[config.mk]
export PLATFORM = sky130hd
export DESIGN_NAME = dmem_arbiter
export DESIGN_NICKNAME = d
export VERILOG_FILES = /design/src/rtl/dmem_arbiter.sv
export SDC_FILE = /design/constraint.sdc
export NUM_CORES = 1
export LEC_CHECK = 0
export ABC_AREA = 1
export CAP_MARGIN = 10
export CORE_UTILIZATION = 42
export CTS_BUF_LIST = sky130_fd_sc_hd__clkbuf_4 sky130_fd_sc_hd__clkbuf_8
export DETAILED_ROUTE_END_ITERATION = 10
export PLACE_DENSITY = 0.83
export SYNTH_ARGS = -nofsm -noshare
export SYNTH_HDL_FRONTEND = slang
export SYNTH_SLANG_ARGS = --single-unit
[constraint.sdc]
create_clock -name clk -period 2.1 [get_ports clk]
set_input_delay 0.315 -clock clk [delete_from_list [all_inputs] [get_ports clk]]
set_output_delay 0.315 -clock clk [all_outputs]
set_load 0.01 [all_outputs]
[src/rtl/dmem_arbiter.sv]
// dmem_arbiter: serialises core and debug word accesses onto one single-port data memory.
// Define DMEM_ARB_RR_EN for round-robin arbitration; the default build uses fixed core-over-debug priority.
module dmem_arbiter #(
  parameter int MEM_LAT = 1,
  parameter int AW      = 32,
  parameter int DW      = 32
) (
  input  logic          clk,
  input  logic          rst,
  input  logic          c_req,
  input  logic          c_we,
  input  logic [AW-1:0] c_addr,
  input  logic [DW-1:0] c_wdata,
  output logic [DW-1:0] c_rdata,
  output logic          c_ack,
  output logic          c_err,
  output logic          c_stall,
  input  logic          d_req,
  input  logic          d_we,
  input  logic [AW-1:0] d_addr,
  input  logic [DW-1:0] d_wdata,
  output logic [DW-1:0] d_rdata,
  output logic          d_ack,
  output logic          d_err,
  output logic          m_en,
  output logic          m_we,
  output logic [AW-1:0] m_addr,
  output logic [DW-1:0] m_wdata,
  input  logic [DW-1:0] m_rdata,
  output logic [1:0]    grant
);

  typedef enum logic [1:0] {ST_IDLE, ST_ISSUE, ST_WAIT, ST_RESP} state_e;

  localparam logic [2:0] LAT_M1 = 3'(MEM_LAT - 1);

  state_e        state_q, state_d;
  logic [2:0]    cnt_q, cnt_d;
  logic          win_q, win_d;      // transaction owner: 0 = core, 1 = debug
  logic          we_q, we_d;
  logic [AW-1:0] addr_q, addr_d;
  logic [DW-1:0] wdata_q, wdata_d;
  logic          err_q, err_d;
  logic [1:0]    grant_q, grant_d;
  logic [DW-1:0] c_rdata_q, c_rdata_d;
  logic [DW-1:0] d_rdata_q, d_rdata_d;

  logic          pick_dbg;
  logic          sel_we;
  logic [AW-1:0] sel_addr;
  logic [DW-1:0] sel_wdata;

`ifdef DMEM_ARB_RR_EN
  logic rr_q, rr_d;                 // tie-break pointer: 0 = core, 1 = debug

  assign pick_dbg = d_req & (~c_req | rr_q);

  // The pointer always lands on the port that did not just win.
  always_comb begin
    rr_d = rr_q;
    if (state_q == ST_IDLE && (c_req || d_req)) rr_d = ~pick_dbg;
  end

  always_ff @(posedge clk or negedge rst) begin
    if (!rst) rr_q <= 1'b0;
    else      rr_q <= rr_d;
  end
`else
  assign pick_dbg = d_req & ~c_req;
`endif

  assign sel_we    = pick_dbg ? d_we    : c_we;
  assign sel_addr  = pick_dbg ? d_addr  : c_addr;
  assign sel_wdata = pick_dbg ? d_wdata : c_wdata;

  always_comb begin
    // NOTE: every variable gets its hold value first so no path through the case infers a latch.
    state_d   = state_q;
    cnt_d     = cnt_q;
    win_d     = win_q;
    we_d      = we_q;
    addr_d    = addr_q;
    wdata_d   = wdata_q;
    err_d     = err_q;
    grant_d   = grant_q;
    c_rdata_d = c_rdata_q;
    d_rdata_d = d_rdata_q;

    unique case (state_q)
      ST_IDLE: begin
        if (c_req || d_req) begin
          win_d   = pick_dbg;
          we_d    = sel_we;
          addr_d  = sel_addr;
          wdata_d = sel_wdata;
          err_d   = |sel_addr[1:0];
          grant_d = pick_dbg ? 2'b10 : 2'b01;
          state_d = (|sel_addr[1:0]) ? ST_RESP : ST_ISSUE;
        end
      end
      ST_ISSUE: begin
        if (we_q) begin
          state_d = ST_RESP;
        end else begin
          state_d = ST_WAIT;
          cnt_d   = LAT_M1;
        end
      end
      ST_WAIT: begin
        if (cnt_q == 3'd0) begin
          if (win_q) d_rdata_d = m_rdata;
          else       c_rdata_d = m_rdata;
          state_d = ST_RESP;
        end else begin
          cnt_d = cnt_q - 3'd1;
        end
      end
      ST_RESP: begin
        grant_d = 2'b00;
        state_d = ST_IDLE;
      end
      default: state_d = ST_IDLE;
    endcase
  end

  always_ff @(posedge clk or negedge rst) begin
    if (!rst) begin
      state_q   <= ST_IDLE;
      cnt_q     <= 3'd0;
      win_q     <= 1'b0;
      we_q      <= 1'b0;
      addr_q    <= '0;
      wdata_q   <= '0;
      err_q     <= 1'b0;
      grant_q   <= 2'b00;
      c_rdata_q <= '0;
      d_rdata_q <= '0;
    end else begin
      // NOTE: non-blocking updates so every flop samples the pre-edge value of its peers.
      state_q   <= state_d;
      cnt_q     <= cnt_d;
      win_q     <= win_d;
      we_q      <= we_d;
      addr_q    <= addr_d;
      wdata_q   <= wdata_d;
      err_q     <= err_d;
      grant_q   <= grant_d;
      c_rdata_q <= c_rdata_d;
      d_rdata_q <= d_rdata_d;
    end
  end

  // Outputs decode directly from registered state, so reset clears them without waiting for a clock.
  assign m_en    = (state_q == ST_ISSUE);
  assign m_we    = m_en & we_q;
  assign m_addr  = {addr_q[AW-1:2], 2'b00};
  assign m_wdata = wdata_q;

  assign c_ack   = (state_q == ST_RESP) & ~win_q;
  assign d_ack   = (state_q == ST_RESP) &  win_q;
  assign c_err   = c_ack & err_q;
  assign d_err   = d_ack & err_q;
  assign c_stall = c_req & ~c_ack;

  assign c_rdata = c_rdata_q;
  assign d_rdata = d_rdata_q;
  assign grant   = grant_q;

endmodule

==> metrics.txt, run 1 <==
DRC errors left=0; Synth Area in XOR/XNOR=0%; number of diodes=0; GRT Max-Usage Layer=met2; met2 Usage GRT=39.2%; gate count of the mapped netlist=671; # fillers=1089; Top Ports=303; status=finished clean; CTS Buf Count=17; fin crit period=1.89 ns; Hold Slack=0.344 ns; post-DP HPWL=12.9 mm; fraction of the cycle the final worst path needs=90.1%; Bufs on Longest Clock Path=2; r2r endpoint=addr_q[19]; Compound-Gate Fraction of Synth Area=20.0%; largest net degree at the start of global routing=65; R2R cell count=9; Req. time, crit path=1.78 ns; Post-Syn Area=0.00609 mm2; die width=122 um; largest family of logic cells by synthesized area=compound AO/OA/AOI/OAI gates; Hold Crit Class=input pin to asynchronous set/reset pin; Crit path depth=4; Max Slew Vio Count=0; initial antenna violation count=0; Synth Area in Simple Gates=14.6%; Core Area=0.0140 mm2; CP Class=flip-flop to output pin; # clock sinks=136; Lkg Pwr=4.42 nW; Slowest Stage Delay on Critical Path=0.38 ns; post-synthesis sequential area ratio=55.8%; global route overflow=0; Yosys cell types=21; met1 Track Usage GR=27.9%; CTS clk-pin slew, worst paths=0.08 ns; Die Area=0.0150 mm2; FF+latch area=0.00340 mm2; synthesis-stage register bit count=136; total buffers and inverters traversed by the critical path=2; Layout Skew=0.0116 ns; final wirelength=17.7 mm; gr usage total=23.9%; drt via density=4.88; max-cap violations=0; global-route wire length before repair=27.2 mm; commonest non-fill, non-tap cell in the layout=clkdlybuf4s50_1; ratio of cells with drive above 1 in the final layout=12.0%; number of synthesis warnings=0; Final Net Count=1143; Avg WL per Cell=15.3 um; Clk Latency, worst-skew pair=0.45 ns; crit-path max FO=5; Worst R2R Setup Slack=0.32 ns; Die Y=122 um; IO Port Bufs=300; DRT iter0 DRCs=333; Adder-Cell Fraction of Synth Area=1.44%; vias in the first global route=5314; CP delay by family, top=buffers and inverters; Fmax=0.528 GHz; Cell Pwr Density=1380 mW/mm2; CTS tree=done; Post-synth ARST share=100%; crit path from=state_q[1]; crit path capture type=output pin; peak supply drop=0.000663 V; mux contribution to synthesized area=0%; Via Count=5663; Critical Path End=c_err; GPL Wtd Cong=0.833; clk root buf=clkbuf_8; DRT Pass-1 Iters=4; R2R Path Start=state_q[0]; most frequent cells in the layout=292 x clkdlybuf4s50_1, 151 x nand2_1, 136 x dfrtp_1, 96 x o21ai_0, 67 x nor2_1; endpoints failing setup=0; Initial Utilization=43.4%; met3 GRT Util=8.74%; Hold Violations, Final=0; Post-synth EDFFs=0; CP arrival=1.58 ns; Final ANT Viol Nets=0; FP Rows=43; Synth Area per Inst=9.08 um2; Critical Path Source Type=flip-flop; Post-synth top flop=dfrtp_1; H-tree depth=4; area of the multi-input gates=0.00223 mm2; slowest CP cell=dfrtp_1; layout overhead on the synthesized area=60.6%; RSZ-0062 raised after global routing=no; critical-path cell list=ha_1 > inv_2 > nor3_1 > dlygate4sd2_1; Final TNS setup=0 ns
[report_power, final]
| part | internal [W] | switching, W | total (W) |
|---|---|---|---|
| Combinational | 0.00347 | 0.00306 | 0.00654 |
| Clock | 0.00135 | 0.00103 | 0.00238 |
| Sequential | 0.00391 | 0.000681 | 0.00459 |
| Total | 0.00873 | 0.00478 | 0.0135 |
[registers in the layout, indices dropped and copies added, names as in the netlist]
name / flops
c_rdata: 32
d_rdata: 32
m_wdata: 32
addr_q: 30
cnt_q: 3
grant: 2
state_q: 2
err_q: 1
we_q: 1
win_q: 1
[worst min path at each step]
stage	start	cells past startpoint	slack, ns	to
after global placement	rst	1	0.28	m_wdata[11]
final	rst	2	0.34	m_wdata[12]
after CTS	rst	2	0.35	m_wdata[11]
after detailed placement	rst	1	0.28	m_wdata[11]
after global routing	rst	2	0.36	m_wdata[11]
after floorplan	rst	0	0.02	addr_q[10]
[synthesized netlist by cell type, types with 5 or more instances]
| master | n | area share, % |
|---|---|---|
| dfrtp_1 | 136 | 56 |
| clkbuf_1 | 12 | 0.74 |
| o21ai_1 | 44 | 3.6 |
| buf_2 | 16 | 1.3 |
| o21ai_0 | 96 | 7.9 |
| nor2_1 | 68 | 4.2 |
| inv_1 | 55 | 3.4 |
| nand2_1 | 153 | 9.4 |
| ha_1 | 7 | 1.4 |
| o21ai_2 | 59 | 8.5 |
| nand3_1 | 5 | 0.41 |
| buf_6 | 5 | 0.92 |
[area by class of cell]
type,instances,area share [%]
Sequential cell,136,34.8
Timing Repair Buffer,320,33.6
Multi-Input combinational cell,440,22.8
Clock buffer,19,2.67
Tap cell,180,2.30
Inverter,55,2.11
Clock inverter,11,1.78
[kinds of logic (layout without fill, tap and decap cells)]
| kind of cell | count (synthesis) | in the layout |
|---|---|---|
| simple gates | 232 | 232 |
| compound gates | 199 | 199 |
| flops | 136 | 136 |
| buf+inv | 96 | 405 |
| fa+ha+maj | 7 | 7 |
| other cells | 1 | 2 |
[metal layers]
| metal | wire [um] | up-vias |
|---|---|---|
| met4 | 562 | 0 |
| met1 | 7060 | 2649 |
| met3 | 1400 | 42 |
| li1 | - | 2750 |
| met2 | 8720 | 222 |
| met5 | 0 | - |
[stage by stage]
stage | cell area, um2 | std cells | setup slack, ns | total power [W] | util, %
after floorplan | 6100 | 672 | 0.562 | 0.00755 | -
after global placement | 9330 | 1128 | 0.216 | 0.0110 | 66.5
after detailed placement | 9330 | 1128 | 0.177 | 0.0112 | 66.5
after CTS | 9790 | 1161 | 0.00340 | 0.0136 | 69.7
after global routing | 9790 | 1161 | 0.0958 | 0.0144 | 69.7
final | 9790 | 1161 | 0.207 | 0.0135 | 69.7
[timing repair]
| item | CTS | global route |
|---|---|---|
| hold endpoints to repair | 47 | 0 |
| cloned | 0 | 0 |
| setup endpoints to repair | 6 | 3 |
| gates resized for setup | 7 | 4 |
| buffers inserted | 2 | 0 |
| hold buffers | 1 | 0 |
[worst register-to-register path, cell delays in order (launching register included)]
cell	delay, ns
dfrtp_1	0.39
buf_4	0.15
inv_1	0.11
ha_1	0.18
inv_1	0.08
nor2_4	0.22
buf_12	0.24
buf_12	0.18
o21ai_2	0.05
o21ai_1	0.13
Note: power is estimated with default switching activity, not from simulation.
==> run 2: changes to the inputs <==
Settings changed: CELL_PAD_IN_SITES_DETAIL_PLACEMENT set to 1, CELL_PAD_IN_SITES_GLOBAL_PLACEMENT set to 1, CORE_UTILIZATION 42 to 30, PLACE_DENSITY 0.83 to not set, PLACE_DENSITY_LB_ADDON set to 0.1.
==> metrics.txt, run 2 (synthesis gave the netlist of run 1 again) <==
status=finished clean; crit-path max FO=4 (-1); Final TNS setup=0 ns (unchanged); CTS Buf Count=17 (unchanged); Cell Pwr Density=1390 mW/mm2 (+0.56%); CP delay by family, top=buffers and inverters; drt via density=4.66 (-4.4%); fin crit period=1.99 ns (+0.0946 ns); Placed Instance Area=0.00937 mm2 (+0.44%); Max Slew Vio Count=0 (unchanged); Hold Crit Class=input pin to asynchronous set/reset pin; DRT Pass-1 Iters=4 (unchanged); Clk Latency, worst-skew pair=0.45 ns (about the same); ratio of cells with drive above 1 in the final layout=12.0% (unchanged); clk root buf=clkbuf_8; DRT iter0 DRCs=178 (-47%); number of diodes=0 (unchanged); endpoints failing setup=0 (unchanged); Final ANT Viol Nets=0 (unchanged); # clock sinks=136 (unchanged); IO Port Bufs=300 (unchanged); Fmax=0.503 GHz (-4.8%); Via Count=5811 (+2.6%); vias in the first global route=6303 (+19%); cell area after layout=0.00983 mm2 (+0.38%); RSZ-0062 raised after global routing=no; Layout Skew=0.0114 ns (-0.000168 ns); crit path capture type=output pin; post-DP HPWL=15.4 mm (+20%); GPL Wtd Cong=0.794 (-4.7%); CP Class=flip-flop to output pin; Bufs on Longest Clock Path=2 (unchanged); Slowest Stage Delay on Critical Path=0.43 ns (+0.05 ns); most frequent cells in the layout=292 x clkdlybuf4s50_1, 151 x nand2_1, 136 x dfrtp_1, 96 x o21ai_0, 67 x nor2_1; final wirelength=20.7 mm (+17%); CTS clk-pin slew, worst paths=0.09 ns (about the same); Core Area=0.0197 mm2 (+40%); Critical Path Source Type=flip-flop; Final Util=49.8% (-20 points); total buffers and inverters traversed by the critical path=3 (+1); Lkg Pwr=4.37 nW (-1.1%); Top Ports=303 (unchanged); critical-path cell list=inv_1 > ha_1 > nand2_1 > inv_1 > dlygate4sd2_1; Avg WL per Cell=16.6 um (+8.8%); slowest CP cell=dfrtp_1; max-cap violations=0 (unchanged); gr usage total=20.3% (-3.6 points); CP most frequent cell=inv_1; DRC errors left=0 (unchanged); FP Rows=51 (+19%); Die Area=0.0209 mm2 (+39%); H-tree depth=4 (unchanged); peak supply drop=0.000430 V (-35%); die width=145 um (+18%); initial antenna violation count=0 (unchanged); Die Y=145 um (+18%); CTS tree=done; Initial Utilization=30.9% (-12 points); CP arrival=1.67 ns (+0.09 ns); commonest non-fill, non-tap cell in the layout=clkdlybuf4s50_1; Req. time, crit path=1.78 ns (about the same); largest net degree at the start of global routing=65 (unchanged); Hold Violations, Final=0 (unchanged); Final Net Count=1141 (-0.17%); global route overflow=0 (unchanged); layout overhead on the synthesized area=61.2%; fraction of the cycle the final worst path needs=94.6% (+4.5 points); global-route wire length before repair=32.2 mm (+18%)
-- run 2: changes by cell type in the layout (fill, tap and decap cells not counted), sizes merged --
cell | previous run | this run
bufinv | 4 | 3
dlygate4sd2 | 4 | 7
clkinvlp | 3 | 1
dlymetal6s2s | 2 | 0
inv | 55 | 61
buf | 20 | 18
clkbuf | 20 | 18
-- run 2: final timing paths --
check                            from     endpoint  slack (ns)  cells past startpoint
min in group clk           m_rdata[6]   c_rdata[6]        0.44                      3
setup reg to reg           state_q[0]  m_wdata[19]        0.23                      8
hold reg to reg            m_wdata[5]   m_wdata[5]        0.48                      2
setup / recovery           state_q[1]         m_we        0.11                      5
hold / removal                    rst   d_rdata[6]        0.37                      2
max in group asynchronous         rst  c_rdata[11]        1.00                      3
-- run 2: routing by layer --
| metal | wire length [um] | vias to the layer above | track usage, % |
|---|---|---|---|
| met4 | 569 | 0 | 8.75 |
| li1 | - | 2744 | - |
| met5 | 0 | - | 0 |
| met2 | 10600 | 194 | 35.9 |
| met1 | 7910 | 2840 | 22.1 |
| met3 | 1590 | 33 | 6.72 |
-- run 2: area by class of cell --
cell class / instances / area [um2]
clock buffer: 18 / 248
clock inverter: 14 / 185
fill: 2249 / 9890
inverter: 55 / 206
multi-input combinational: 440 / 2230
sequential: 136 / 3400
tap: 265 / 332
timing repair buffer: 318 / 3220
-- run 2: stage by stage --
stage                     hold WS (ns)  power, W  std cells  worst slack (ns)
after floorplan                 0.0194   0.00755        672             0.562
after global placement           0.295    0.0111       1211             0.228
after detailed placement         0.291    0.0114       1211            0.0915
after CTS                        0.362    0.0139       1246            0.0617
after global routing             0.393    0.0147       1246           0.00996
final                            0.374    0.0136       1246             0.112
-- run 2: report_power, final --
group	internal (W)	total (W)	switching (W)
clock network	0.00124	0.00238	0.00115
registers	0.00391	0.00463	0.000727
logic	0.00343	0.00661	0.00319
total	0.00857	0.0136	0.00506
-- run 2: what timing repair did --
item | 4_1_cts | 5_1_grt
endpoints found under the setup margin | 7 | 5
gates resized for setup | 8 | 2
endpoints found under the hold margin | 46 | 0
buffers inserted | 2 | 0
hold buffers | 1 | 0
pin swaps | 0 | 0
